File: src/rtl/bus_arbiter.sv
// Two-master data-bus arbiter: round-robin grants when idle, locked bursts
// capped at MAX_BURST beats while the other master is waiting.
module bus_arbiter #(
    parameter int unsigned MAX_BURST      = 16,
    parameter int unsigned RESET_PRIORITY = 0
) (
    input  logic        clk,
    input  logic        reset,
    input  logic        m0_req,
    input  logic        m1_req,
    input  logic        m0_lock,
    input  logic        m1_lock,
    input  logic [31:0] m0_addr,
    input  logic [31:0] m1_addr,
    input  logic [31:0] m0_wr_data,
    input  logic [31:0] m1_wr_data,
    input  logic [3:0]  m0_wr_en,
    input  logic [3:0]  m1_wr_en,
    output logic        m0_gnt,
    output logic        m1_gnt,
    output logic [31:0] m0_rd_data,
    output logic [31:0] m1_rd_data,
    output logic        m0_rd_valid,
    output logic        m1_rd_valid,
    output logic [31:0] bus_addr,
    output logic [31:0] bus_wr_data,
    output logic [3:0]  bus_wr_en,
    input  logic [31:0] bus_rd_data,
    output logic [1:0]  owner
);

    localparam int unsigned CW       = $clog2(MAX_BURST + 1);
    localparam bit          ONE_BEAT = (MAX_BURST <= 1);

    typedef enum logic [1:0] {
        IDLE  = 2'd0,
        LOCK0 = 2'd1,
        LOCK1 = 2'd2
    } state_t;

    state_t        r_state;
    logic          r_ptr;
    logic [CW-1:0] r_cnt;
    logic          r_rd_valid0;
    logic          r_rd_valid1;

    logic          w_gnt0;
    logic          w_gnt1;
    logic          w_any;
    logic          w_sel;
    logic          w_lock;
    logic          w_other_req;
    logic          w_both_req;
    logic [CW-1:0] w_cnt_inc;
    logic          w_at_max;

    // Grant decision, same cycle as the request
    always_comb begin
        w_gnt0 = 1'b0;
        w_gnt1 = 1'b0;
        if (!reset) begin
            case (r_state)
                IDLE: begin
                    if (m0_req && m1_req) begin
                        w_gnt0 = ~r_ptr;
                        w_gnt1 = r_ptr;
                    end else begin
                        w_gnt0 = m0_req;
                        w_gnt1 = m1_req;
                    end
                end
                LOCK0:   w_gnt0 = m0_req;
                LOCK1:   w_gnt1 = m1_req;
                default: ;
            endcase
        end
    end

    assign w_any       = w_gnt0 | w_gnt1;
    assign w_sel       = w_gnt1;
    assign w_lock      = w_gnt1 ? m1_lock : m0_lock;
    assign w_other_req = w_gnt1 ? m0_req : m1_req;
    assign w_both_req  = m0_req & m1_req;
    assign w_cnt_inc   = (r_cnt >= CW'(MAX_BURST)) ? CW'(MAX_BURST) : r_cnt + CW'(1);
    assign w_at_max    = (w_cnt_inc == CW'(MAX_BURST));

    // Shared bus driven by the granted master, zero when nobody is granted
    always_comb begin
        bus_addr    = 32'd0;
        bus_wr_data = 32'd0;
        bus_wr_en   = 4'd0;
        if (w_gnt0) begin
            bus_addr    = m0_addr;
            bus_wr_data = m0_wr_data;
            bus_wr_en   = m0_wr_en;
        end else if (w_gnt1) begin
            bus_addr    = m1_addr;
            bus_wr_data = m1_wr_data;
            bus_wr_en   = m1_wr_en;
        end
    end

    always_ff @(posedge clk) begin
        if (reset) begin
            r_state     <= IDLE;
            r_ptr       <= 1'(RESET_PRIORITY);
            r_cnt       <= '0;
            r_rd_valid0 <= 1'b0;
            r_rd_valid1 <= 1'b0;
        end else begin
            r_rd_valid0 <= w_gnt0 && (m0_wr_en == 4'd0);
            r_rd_valid1 <= w_gnt1 && (m1_wr_en == 4'd0);
            case (r_state)
                IDLE: begin
                    if (w_any) begin
                        if (w_both_req) begin
                            r_ptr <= ~w_sel;
                        end
                        if (w_lock) begin
                            if (ONE_BEAT && w_other_req) begin
                                r_ptr <= ~w_sel;
                            end else begin
                                r_state <= w_sel ? LOCK1 : LOCK0;
                                r_cnt   <= CW'(1);
                            end
                        end
                    end
                end
                LOCK0, LOCK1: begin
                    if (!w_any || !w_lock) begin
                        r_state <= IDLE;
                        r_cnt   <= '0;
                    end else if (w_at_max && w_other_req) begin
                        // Burst cap reached with the other master waiting: hand over
                        r_state <= IDLE;
                        r_cnt   <= '0;
                        r_ptr   <= ~w_sel;
                    end else begin
                        r_cnt <= w_cnt_inc;
                    end
                end
                default: begin
                    r_state <= IDLE;
                    r_cnt   <= '0;
                end
            endcase
        end
    end

    assign m0_gnt      = w_gnt0;
    assign m1_gnt      = w_gnt1;
    assign m0_rd_data  = bus_rd_data;
    assign m1_rd_data  = bus_rd_data;
    assign m0_rd_valid = r_rd_valid0;
    assign m1_rd_valid = r_rd_valid1;
    assign owner       = r_state;

    // Protocol properties: exclusive grants, quiet bus, read-only valids, master hold
    a_one_gnt: assert property (@(posedge clk) disable iff (reset)
        !(m0_gnt && m1_gnt));
    a_quiet_bus: assert property (@(posedge clk) disable iff (reset)
        !(m0_gnt || m1_gnt) |-> (bus_wr_en == 4'd0));
    a_rv0_read: assert property (@(posedge clk) disable iff (reset)
        m0_rd_valid |-> $past(m0_gnt && (m0_wr_en == 4'd0)));
    a_rv1_read: assert property (@(posedge clk) disable iff (reset)
        m1_rd_valid |-> $past(m1_gnt && (m1_wr_en == 4'd0)));
    a_m0_hold: assert property (@(posedge clk) disable iff (reset)
        (m0_req && !m0_gnt) |=> (m0_req && $stable(m0_addr) &&
                                 $stable(m0_wr_data) && $stable(m0_wr_en)));
    a_m1_hold: assert property (@(posedge clk) disable iff (reset)
        (m1_req && !m1_gnt) |=> (m1_req && $stable(m1_addr) &&
                                 $stable(m1_wr_data) && $stable(m1_wr_en)));

endmodule

File: config.mk
export PLATFORM = sky130hd
export DESIGN_NAME = bus_arbiter
export DESIGN_NICKNAME = d
export VERILOG_FILES = /design/src/rtl/bus_arbiter.sv
export SDC_FILE = /design/constraint.sdc
export NUM_CORES = 1
export LEC_CHECK = 0
export CAP_MARGIN = 10
export CELL_PAD_IN_SITES_DETAIL_PLACEMENT = 0
export CELL_PAD_IN_SITES_GLOBAL_PLACEMENT = 1
export CORE_MARGIN = 3
export CORE_UTILIZATION = 14
export DETAILED_ROUTE_END_ITERATION = 16
export PLACE_DENSITY = 0.9
export SYNTH_ARGS = -nofsm -noshare
export SYNTH_HDL_FRONTEND = slang
export SYNTH_SLANG_ARGS = --single-unit
File: constraint.sdc
create_clock -name clk -period 4 [get_ports clk]
set_input_delay 1 -clock clk [delete_from_list [all_inputs] [get_ports clk]]
set_output_delay 1 -clock clk [all_outputs]
set_load 0.03 [all_outputs]
Word-level counts from Yosys, hierarchy flattened:

Cells that the tools add are included.

* bits in registers: 10
* input bits: 174
* output and inout bits: 138
* logic and storage cells: 66

* add/sub/neg operators: 1
* order comparisons: 1
* equal/unequal tests: 9
* multiplexer cells: 31
* bitwise operators: 4
* reductions and logical operators: 15

Operators by type and width (number)
* $mux 32: 4
* $mux 5: 5
* $mux 1: 10
* $mux 2: 5
* $ne 2x2->1 const B: 5
* $pmux 5 s2: 1
* $logic_not 4->1: 2
* $mux 4: 2
* $pmux 1 s2: 3
* $add 5x1->5 const B: 1
* $eq 5x5->1 const B: 1
* $ge 5x5->1 const B: 1
* $reduce_and 5->1: 1
* $logic_and 1x1->1: 4
* $pmux 2 s2: 1
* $ne 3x3->1 const B: 1
* $reduce_and 3->1: 1
* $eq 2x1->1 const B: 1
* $eq 2x2->1 const B: 1
* $logic_not 1->1: 2
* $logic_not 2->1: 1
* $not 1->1: 2
* $reduce_and 2->1: 1
* $reduce_bool 2->1: 1
* other kinds (4): 4

Longest topological paths before layout:

Gate-level depths: netlist of run 1.

* depth in word-level cells: 9
* depth in mapped cells: 9
* depth with buffers taken out: 8

Worst setup path before layout of run 1:

No wires, ideal clock.

* kind: input-to-output
* from: input port reset
* to: output port bus_addr[14]
* data arrival time: 2.363 ns
* required time: 3.000 ns
* slack: 0.637 ns
* stages: 6
* path buffers: 2
* cell sequence: buf_6 nor2b_1 o21ai_2 inv_2 clkbuf_1 a22o_1

* elaborated cells between the ends (all ways): 4
* those cells by class: mux (4)

RTL lines
* start: declaration: RTL line 8 `input logic reset,`
* $mux 1: RTL line 61 `if (!reset) begin`
* via m0_gnt: RTL line 19 `output logic m0_gnt,`
* $mux 32: RTL line 92 `if (w_gnt0) begin`
* end: declaration: RTL line 25 `output logic [31:0] bus_addr,`

The timed path passes the listed nets, and every way through them passes these cells.

Worst setup path after layout of run 1:

* from: input port m0_req
* to: output port bus_addr[25]

* word-level cells in the longest chain between the ends: 6
* elaborated cells between the ends (all ways): 9
* those cells by class: mux (8); reduce/logical (1)

RTL lines
* start: declaration: RTL line 9 `input logic m0_req,`
* $logic_and 1x1->1: RTL line 64 `if (m0_req && m1_req) begin`
* $mux 1: RTL line 64
* $pmux 1 s2: RTL line 62 `case (r_state)`
* $mux 1: RTL line 61
* $mux 32: RTL line 96 `end else if (w_gnt1) begin`
* $mux 32 (*): RTL line 92

Every way passes the cells marked *; elsewhere a longest branch is shown, timed or not.

==> results by stage, run 1 <==
Power and ir drop:
- The power density normalized to cell area is between 200 and 250 nW/um2.
- Of the total power, the share spent switching nets is 0.367.
- Of the total power, combinational logic draws 0.641.
- The total power after layout is 859 uW.
- The total net switching power is 316 uW.
- Of the total power, registers draw 0.125.
- The part of the total power dissipated in the clock network is 0.234.
- In this run the static leakage power is roughly 0.0016 uW.
- The worst vdd rail ir drop is between 0.0001 and 0.00015 V.
- The internal power of the cells totals roughly 540 uW.

Flow run:
- The max-cap check violation count is 0.

Clock network:
- Gates resized during post-CTS repair numbered 0.
- TritonCTS built the clock tree.
- The buffers inserted during post-CTS setup optimization is 0.
- The H-tree depth is 1.
- The latest clock arrival within the worst-skew pair is about 0.24 ns.
- The tree built by TritonCTS fans out to 10 sinks.
- The TritonCTS buffer count is 3.
- For this design, the CTS-stage hold fixing added 0 buffers.
- Clock-pin slew was measured on the worst setup and hold paths at about 0.040 ns.
- The worst-case clock buffer depth is 2.
- The root cell of the clock tree is sky130_fd_sc_hd__clkbuf_16.

Detailed routing:
- After detailed routing, the number of vias per cell comes to approximately 4.3.
- The number of DRC markers in iteration 0 is 95.
- The final routed wirelength across all metal layers is 9490 um.
- The met3 wire length is 933 um.
- For this run, the detailed router's first-pass iteration total came to 4.
- For this run, design rule violations remaining after detail routing come to 0.
- Signal routing reaches up to met4.
- For this block, wires on met1 add up to ~3300 um.
- For this block, the via count after detailed routing is 2329.
- In this run the remaining antenna-violating nets after routing total 0.
- The average wire per standard cell is 17.4 um.
- The total met2 wirelength after detailed routing is between 5000 and 6000 um.

Layout:
- The area growth from synthesis to final layout is 105%.
- In the final layout, the share of cells above drive strength 1 is 0.247.
- At the end of the flow, the number of nets in the layout was between 500 and 600.
- The share of the core filled with cells in the final layout is 0.300.
- The repair_antennas step left the layout with diodes totalling 0.

Floorplan:
- ~310 I/O pins were placed.
- The floorplan step set the die width to approximately 120 um.
- In this run the vertical extent of the chip is between 100 and 150 um.
- The initial cell density of the core is 0.146.
- The row count is 41.
- The area inside the core boundary is between 10000 and 15000 um2.
- The die covers around 15000 um2.

Place:
- The wire-length estimate of the detail-placed layout is roughly 8100 um.
- The count of input and output buffers is 215.
- At the end of routability-driven placement, the weighted congestion stood at approximately 0.78.

Global route:
- For this run the aggregate overflow at the end of global routing stands at 0.
- The number of global-route vias before repair is 2348.
- The initial antenna violation count is 0.
- Entering global routing, the biggest net connects 70 pins.
- The global-route usage over all layers is 0.111.
- The first-pass GRT wire length is approximately 13000 um.

Synthesis:
- The flip-flop and latch count after synthesis is 10.
- The most used flip-flop cell after synthesis is sky130_fd_sc_hd__dfxtp_1.
- In this run, distinct cell masters in the synthesized netlist total 46.
- The sequential area share after synthesis is 0.106.
- The average instance in the mapped netlist occupies about 8.3 um2.
- The Yosys step of the flow raised 0 warnings.
- Yosys mapped a number of flops with a built-in enable equal to 0.
- Counting flops with an async set or reset pin after synthesis yields a share of 0.
- The post-synthesis instance area is 1880 um2.
- The synthesized net count is about 410.
- In the synthesized netlist, the number of instances is between 200 and 250.

Timing:
- For this run, the top clock speed supported by timing is between 200 and 300 MHz.
- Setup repair after global routing left no endpoint under its margin.
- The post-layout minimum cycle time is roughly 3.8 ns.
- The number of hold violations in the final report is 0.
- The final cycle utilization of the critical path is 0.955.
- The summed negative setup slack over all endpoints is 0 ns.
- The total of endpoints with negative setup slack in the final report is 0.
- The post-route clock skew is 0.00126 ns.
- In this run the tightest slew margin relative to its limit is 0.683.
- The max-slew violation count is 0.
- The transition time of the tightest slew-check pin is 0.476 ns.

Hold path:
- The class of the tightest hold or removal check is reg -> reg.

Setup path:
- The critical path arrival is ~2.8 ns.
- STA classifies the critical path endpoint as an output pin.
- The highest net fanout along the worst path is 44.
- The kind of start point of the critical path is an input port.
- The type of the worst setup path is in -> out.
- For the worst setup path, the data required time is 3.00 ns.

Status:
- The flow ran to the end, and the final reports show no timing, DRC or antenna violations.
final timing paths:
check	startpoint	to	slack [ns]	cells after the start
max	m0_req	bus_addr[25]	0.18	7
min	r_ptr	r_ptr	0.53	2
max reg2reg	owner[1]	r_ptr	1.95	8
min reg2reg	r_ptr	r_ptr	0.53	2
stage by stage:
step / std cells / setup slack, ns / hold WS [ns] / area [um2]
2_1_floorplan: 228 / 0.637 / 0.473 / 1880
3_3_place_gp: 541 / 0.228 / 0.505 / 3770
4_1_cts: 545 / 0.189 / 0.521 / 3860
6_report: 545 / 0.182 / 0.527 / 3860
3_5_place_dp: 541 / 0.200 / 0.509 / 3770
5_1_grt: 545 / 0.105 / 0.552 / 3860
cells in the final DEF (no fill, tap or decap), types with 2 or more instances in the layout:
master,netlist,routed
sky130_fd_sc_hd__clkdlybuf4s50_1,0,146
sky130_fd_sc_hd__dfxtp_1,10,10
sky130_fd_sc_hd__or4_1,2,2
sky130_fd_sc_hd__buf_12,0,17
sky130_fd_sc_hd__buf_4,67,57
sky130_fd_sc_hd__nand2_1,4,4
sky130_fd_sc_hd__ha_1,6,6
sky130_fd_sc_hd__o21ai_0,3,3
sky130_fd_sc_hd__nor3_2,2,2
sky130_fd_sc_hd__nand3_1,4,4
sky130_fd_sc_hd__clkbuf_16,0,3
sky130_fd_sc_hd__a32o_1,2,2
sky130_fd_sc_hd__nor2_1,4,4
sky130_fd_sc_hd__a22o_1,70,70
sky130_fd_sc_hd__nand2b_1,2,2
sky130_fd_sc_hd__o21ai_2,2,2
sky130_fd_sc_hd__inv_1,7,7
sky130_fd_sc_hd__inv_2,2,2
sky130_fd_sc_hd__a21oi_1,2,2
power groups by stage:
| stage | Clock (uW) | Combinational, uW | Sequential, uW |
|---|---|---|---|
| after global placement | 0 | 549 | 108 |
| after detailed placement | 0 | 554 | 109 |
| after CTS | 209 | 556 | 107 |
| final | 201 | 551 | 107 |
| after global routing | 214 | 577 | 108 |
| after floorplan | 0 | 365 | 111 |
critical path, cell delays in order:
cell and delay (ns):
sky130_fd_sc_hd__clkdlybuf4s50_1 0.55, sky130_fd_sc_hd__or3b_1 0.43, sky130_fd_sc_hd__nand3_2 0.15, sky130_fd_sc_hd__nor2_4 0.07, sky130_fd_sc_hd__buf_12 0.16, sky130_fd_sc_hd__a22o_1 0.26
sky130_fd_sc_hd__buf_12 0.16
synthesized netlist by cell type (2+ instances only):
master | number | area share
sky130_fd_sc_hd__nor3_2 | 2 | 0.011
sky130_fd_sc_hd__a32o_1 | 2 | 0.011
sky130_fd_sc_hd__clkbuf_1 | 5 | 0.010
sky130_fd_sc_hd__buf_2 | 6 | 0.016
sky130_fd_sc_hd__nor2_1 | 4 | 0.0080
sky130_fd_sc_hd__o21ai_2 | 2 | 0.0093
sky130_fd_sc_hd__o21ai_0 | 3 | 0.0080
sky130_fd_sc_hd__inv_1 | 7 | 0.014
sky130_fd_sc_hd__or4_1 | 2 | 0.0080
sky130_fd_sc_hd__nand3_1 | 4 | 0.011
sky130_fd_sc_hd__a21oi_1 | 2 | 0.0053
sky130_fd_sc_hd__nand2b_1 | 2 | 0.0066
sky130_fd_sc_hd__dfxtp_1 | 10 | 0.11
sky130_fd_sc_hd__buf_4 | 67 | 0.27
sky130_fd_sc_hd__ha_1 | 6 | 0.040
sky130_fd_sc_hd__a22o_1 | 70 | 0.33
sky130_fd_sc_hd__nand2_1 | 4 | 0.0080
sky130_fd_sc_hd__inv_2 | 2 | 0.0040
layout make-up:
type                    count  area [um2]
inverters                   9        33.8
multi-input cells         130        1090
fillers                  1297        9020
clock buffers               4        88.8
well taps                 172         215
repair buffers            220        2230
flip-flops and latches     10         200
cells by family (layout without fill, tap and decap cells):
kind of cell / count (synthesis) / in the layout / share of synthesized area
muxes: 1 / 1 / 0.00532
AOI/OAI and AO/OA: 91 / 91 / 0.420
adders and majority gates: 6 / 6 / 0.0399
DFF: 10 / 10 / 0.106
and+or+nand+nor: 30 / 30 / 0.102
buffers and inverters: 88 / 233 / 0.317
xor gates and xnor gates: 2 / 2 / 0.00931
sequential cells by signal (all words and copies together), names as in the netlist:
signal / cells
m0_rd_valid: 1
m1_rd_valid: 1
owner: 2
r_cnt: 5
r_ptr: 1
metal layers:
| metal | vias up | GRT usage |
|---|---|---|
| met5 | - | 0 |
| met4 | 0 | 0.0273 |
| met3 | 28 | 0.0269 |
| met2 | 143 | 0.213 |
| met1 | 1067 | 0.121 |
| li1 | 1091 | - |
(Power assumes the default switching activity.)
==> run 2, diff against run 1 <==
--- a/config.mk
+++ b/config.mk
@@ -10,6 +10,7 @@
 export CELL_PAD_IN_SITES_GLOBAL_PLACEMENT = 1
 export CORE_MARGIN = 3
 export CORE_UTILIZATION = 14
+export CTS_BUF_LIST = sky130_fd_sc_hd__clkbuf_4
 export DETAILED_ROUTE_END_ITERATION = 16
 export PLACE_DENSITY = 0.9
 export SYNTH_ARGS = -nofsm -noshare
==> run 2 against run 1 <==
Total power decreased by 15%. Global-route usage about the same. Wire length is 0.22% lower. Sequential share of layout area grew 0.086 points. Register-to-register slack about the same. Cell area decreased by 1.6%. Largest cell class unchanged.
==> results by stage, run 2 (synthesis results as in run 1) <==
Status:
- Result of the run: complete, no violations (unchanged).

Global route:
- The global-route usage over all layers came to 0.111 (about the same).
- The sum of overflow across all layers after global routing is 0 (unchanged).
- The first-pass GRT wire length is 12900 um (unchanged).
- The number of global-route vias before repair is 2347 (was 2348).
- The initial antenna violation count is 0 (unchanged).
- The pin count of the biggest net entering global routing is 70 (unchanged).

Timing:
- The post-route clock skew is 0.00182 ns (was 0.00126 ns).
- The final cycle utilization of the critical path was 0.954 (was 0.955).
- The transition time of the tightest slew-check pin is 0.475 ns (was 0.476 ns).
- The worst slew margin relative to its limit came to 0.683 (about the same).
- The number of hold violations in the final report came to 0 (unchanged).
- The highest attainable clock frequency is 262 MHz (about the same).
- The total of endpoints with negative setup slack in the final report was 0 (unchanged).
- The post-layout minimum cycle time is 3.82 ns (about the same).
- The summed negative setup slack over all endpoints is 0 ns (unchanged).
- Unrepaired setup endpoints after global routing: no (unchanged).
- The max-slew violation count is 0 (unchanged).

Setup path:
- The highest net fanout along the worst path is 44 (unchanged).
- The critical path arrival came to 2.82 ns (about the same).
- The critical path data required time is 3.00 ns (about the same).
- The type of the worst setup path was in -> out (unchanged).
- The kind of start point of the critical path is an input port (unchanged).
- The type of destination of the critical path was an output pin (unchanged).

Detailed routing:
- The average wire per standard cell was 17.4 um (about the same).
- The total number of vias was 2290 (was 2329).
- The number of remaining DRC errors was 0 (unchanged).
- The via-per-instance ratio was 4.20 (was 4.27).
- The met3 wire length is 858 um (was 933 um).
- The total met2 wirelength after detailed routing is 5040 um (was 5080 um).
- The number of nets still failing antenna checks after routing is 0 (unchanged).
- The highest layer used for signal routing is met4 (unchanged).
- The number of DRC markers in iteration 0 came to 95 (unchanged).
- The final routed wirelength across all metal layers is 9470 um (was 9490 um).
- The detailed-routing wirelength on met1 is 3380 um (was 3300 um).
- The detailed-router iteration count before antenna repair was 4 (unchanged).

Clock network:
- The TritonCTS buffer count came to 3 (unchanged).
- The root cell of the clock tree is sky130_fd_sc_hd__clkbuf_4 (was sky130_fd_sc_hd__clkbuf_16).
- The buffers inserted during post-CTS setup optimization is 0 (unchanged).
- The worst-case clock buffer depth is 2 (unchanged).
- The H-tree depth is 1 (unchanged).
- The number of hold buffers added after cts is 0 (unchanged).
- The latest clock arrival within the worst-skew pair is 0.27 ns (was 0.24 ns).
- The register clock-pin slew on the reported worst setup and hold paths is 0.08 ns (was 0.04 ns).
- The sink count of the clock tree is 10 (unchanged).
- The post-cts gate resize count is 0 (unchanged).
- The CTS tree is yes (unchanged).

Layout:
- The summed area of non-filler cells in the final layout is 3790 um2 (was 3860 um2).
- The ratio of cells with drive above 1 in the final layout came to 0.244 (was 0.247).
- The number of flip-flops under the largest register name is 5 (unchanged).
- The number of nets in the final layout is 554 (unchanged).
- The diode insertion count for antenna repair is 0 (unchanged).
- The area growth from synthesis to final layout is 102% (was 105%).
- The filler-free cell count of the finished design is 545 (unchanged).
- The share of the core filled with cells in the final layout is 0.295 (was 0.300).
- The most common cell after layout, fill and taps aside is sky130_fd_sc_hd__clkdlybuf4s50_1 (unchanged).
- Most frequent cells in the layout: sky130_fd_sc_hd__clkdlybuf4s50_1, sky130_fd_sc_hd__a22o_1, sky130_fd_sc_hd__buf_4 (unchanged).
- The register with the most flip-flops is r_cnt (unchanged).

Power and ir drop:
- The worst vdd rail ir drop is 0.0000591 V (was 0.000119 V).
- The power density normalized to cell area is 193 nW/um2 (was 223 nW/um2).
- The static leakage is 0.00153 uW (was 0.00156 uW).

Floorplan:
- The count of pins on the block boundary was 312 (unchanged).
- The row count is 41 (unchanged).
- The die boundary height was 122 um (unchanged).
- The width of the die came to 122 um (unchanged).
- The initial cell density of the core is 0.146 (unchanged).
- The floorplan die area is 14900 um2 (unchanged).
- The area inside the core boundary is 12900 um2 (unchanged).

Place:
- The count of input and output buffers came to 215 (unchanged).
- The total placed instance area is 3770 um2 (unchanged).
- The total half-perimeter wirelength after legalization and detailed placement is 8060 um (unchanged).
- The number of cells after detailed placement came to 541 (unchanged).
- The weighted congestion reported at the end of routability-driven placement is 0.776 (unchanged).

Hold path:
- The class of the tightest hold or removal check was reg -> reg (unchanged).

Flow run:
- The max-cap check violation count is 0 (unchanged).
[run 2: cell count changes in the layout (fill, tap and decap cells not counted), sizes merged]
cell / change
clkbuf: -1
clkinv: +1
[run 2: power breakdown]
| part | internal, uW | switching [uW] | leakage, uW |
|---|---|---|---|
| combinational | 289 | 261 | 0.00143 |
| clock | 36.0 | 39.2 | 0.0000154 |
| sequential | 103 | 3.58 | 0.0000809 |
[run 2: area by class of cell]
type | instances | area [um2]
repair buffers | 220 | 2230
multi-input cells | 130 | 1090
inverters | 9 | 33.8
clock inverters | 1 | 3.75
flip-flops and latches | 10 | 200
well taps | 172 | 215
clock buffers | 3 | 22.5
fillers | 1302 | 9080
[run 2: critical path, cell delays in order]
cell and delay, ns:
sky130_fd_sc_hd__clkdlybuf4s50_1 0.52, sky130_fd_sc_hd__and2b_1 0.29, sky130_fd_sc_hd__nand3_2 0.13, sky130_fd_sc_hd__nor2_4 0.19, sky130_fd_sc_hd__buf_12 0.23, sky130_fd_sc_hd__a22o_1 0.26, sky130_fd_sc_hd__buf_12 0.14
[run 2: per-layer routing]
layer,GRT usage,up-vias
met4,0.0294,0
li1,-,1093
met2,0.212,129
met1,0.121,1042
met3,0.0274,26
met5,0,-
[run 2: stage by stage]
| stage | total power, uW | hold slack, ns | setup WS [ns] |
|---|---|---|---|
| after floorplan | 476 | 0.473 | 0.637 |
| after global placement | 657 | 0.505 | 0.228 |
| after detailed placement | 662 | 0.509 | 0.200 |
| after CTS | 746 | 0.521 | 0.189 |
| after global routing | 771 | 0.552 | 0.105 |
| final | 732 | 0.524 | 0.184 |
[run 2: path summary, 6_finish.rpt]
path | depth (start not counted) | startpoint | end | slack (ns)
min | 2 | r_ptr | r_ptr | 0.52
min reg2reg | 2 | r_ptr | r_ptr | 0.52
max reg2reg | 8 | owner[0] | r_ptr | 1.95
max | 7 | reset | bus_addr[25] | 0.18
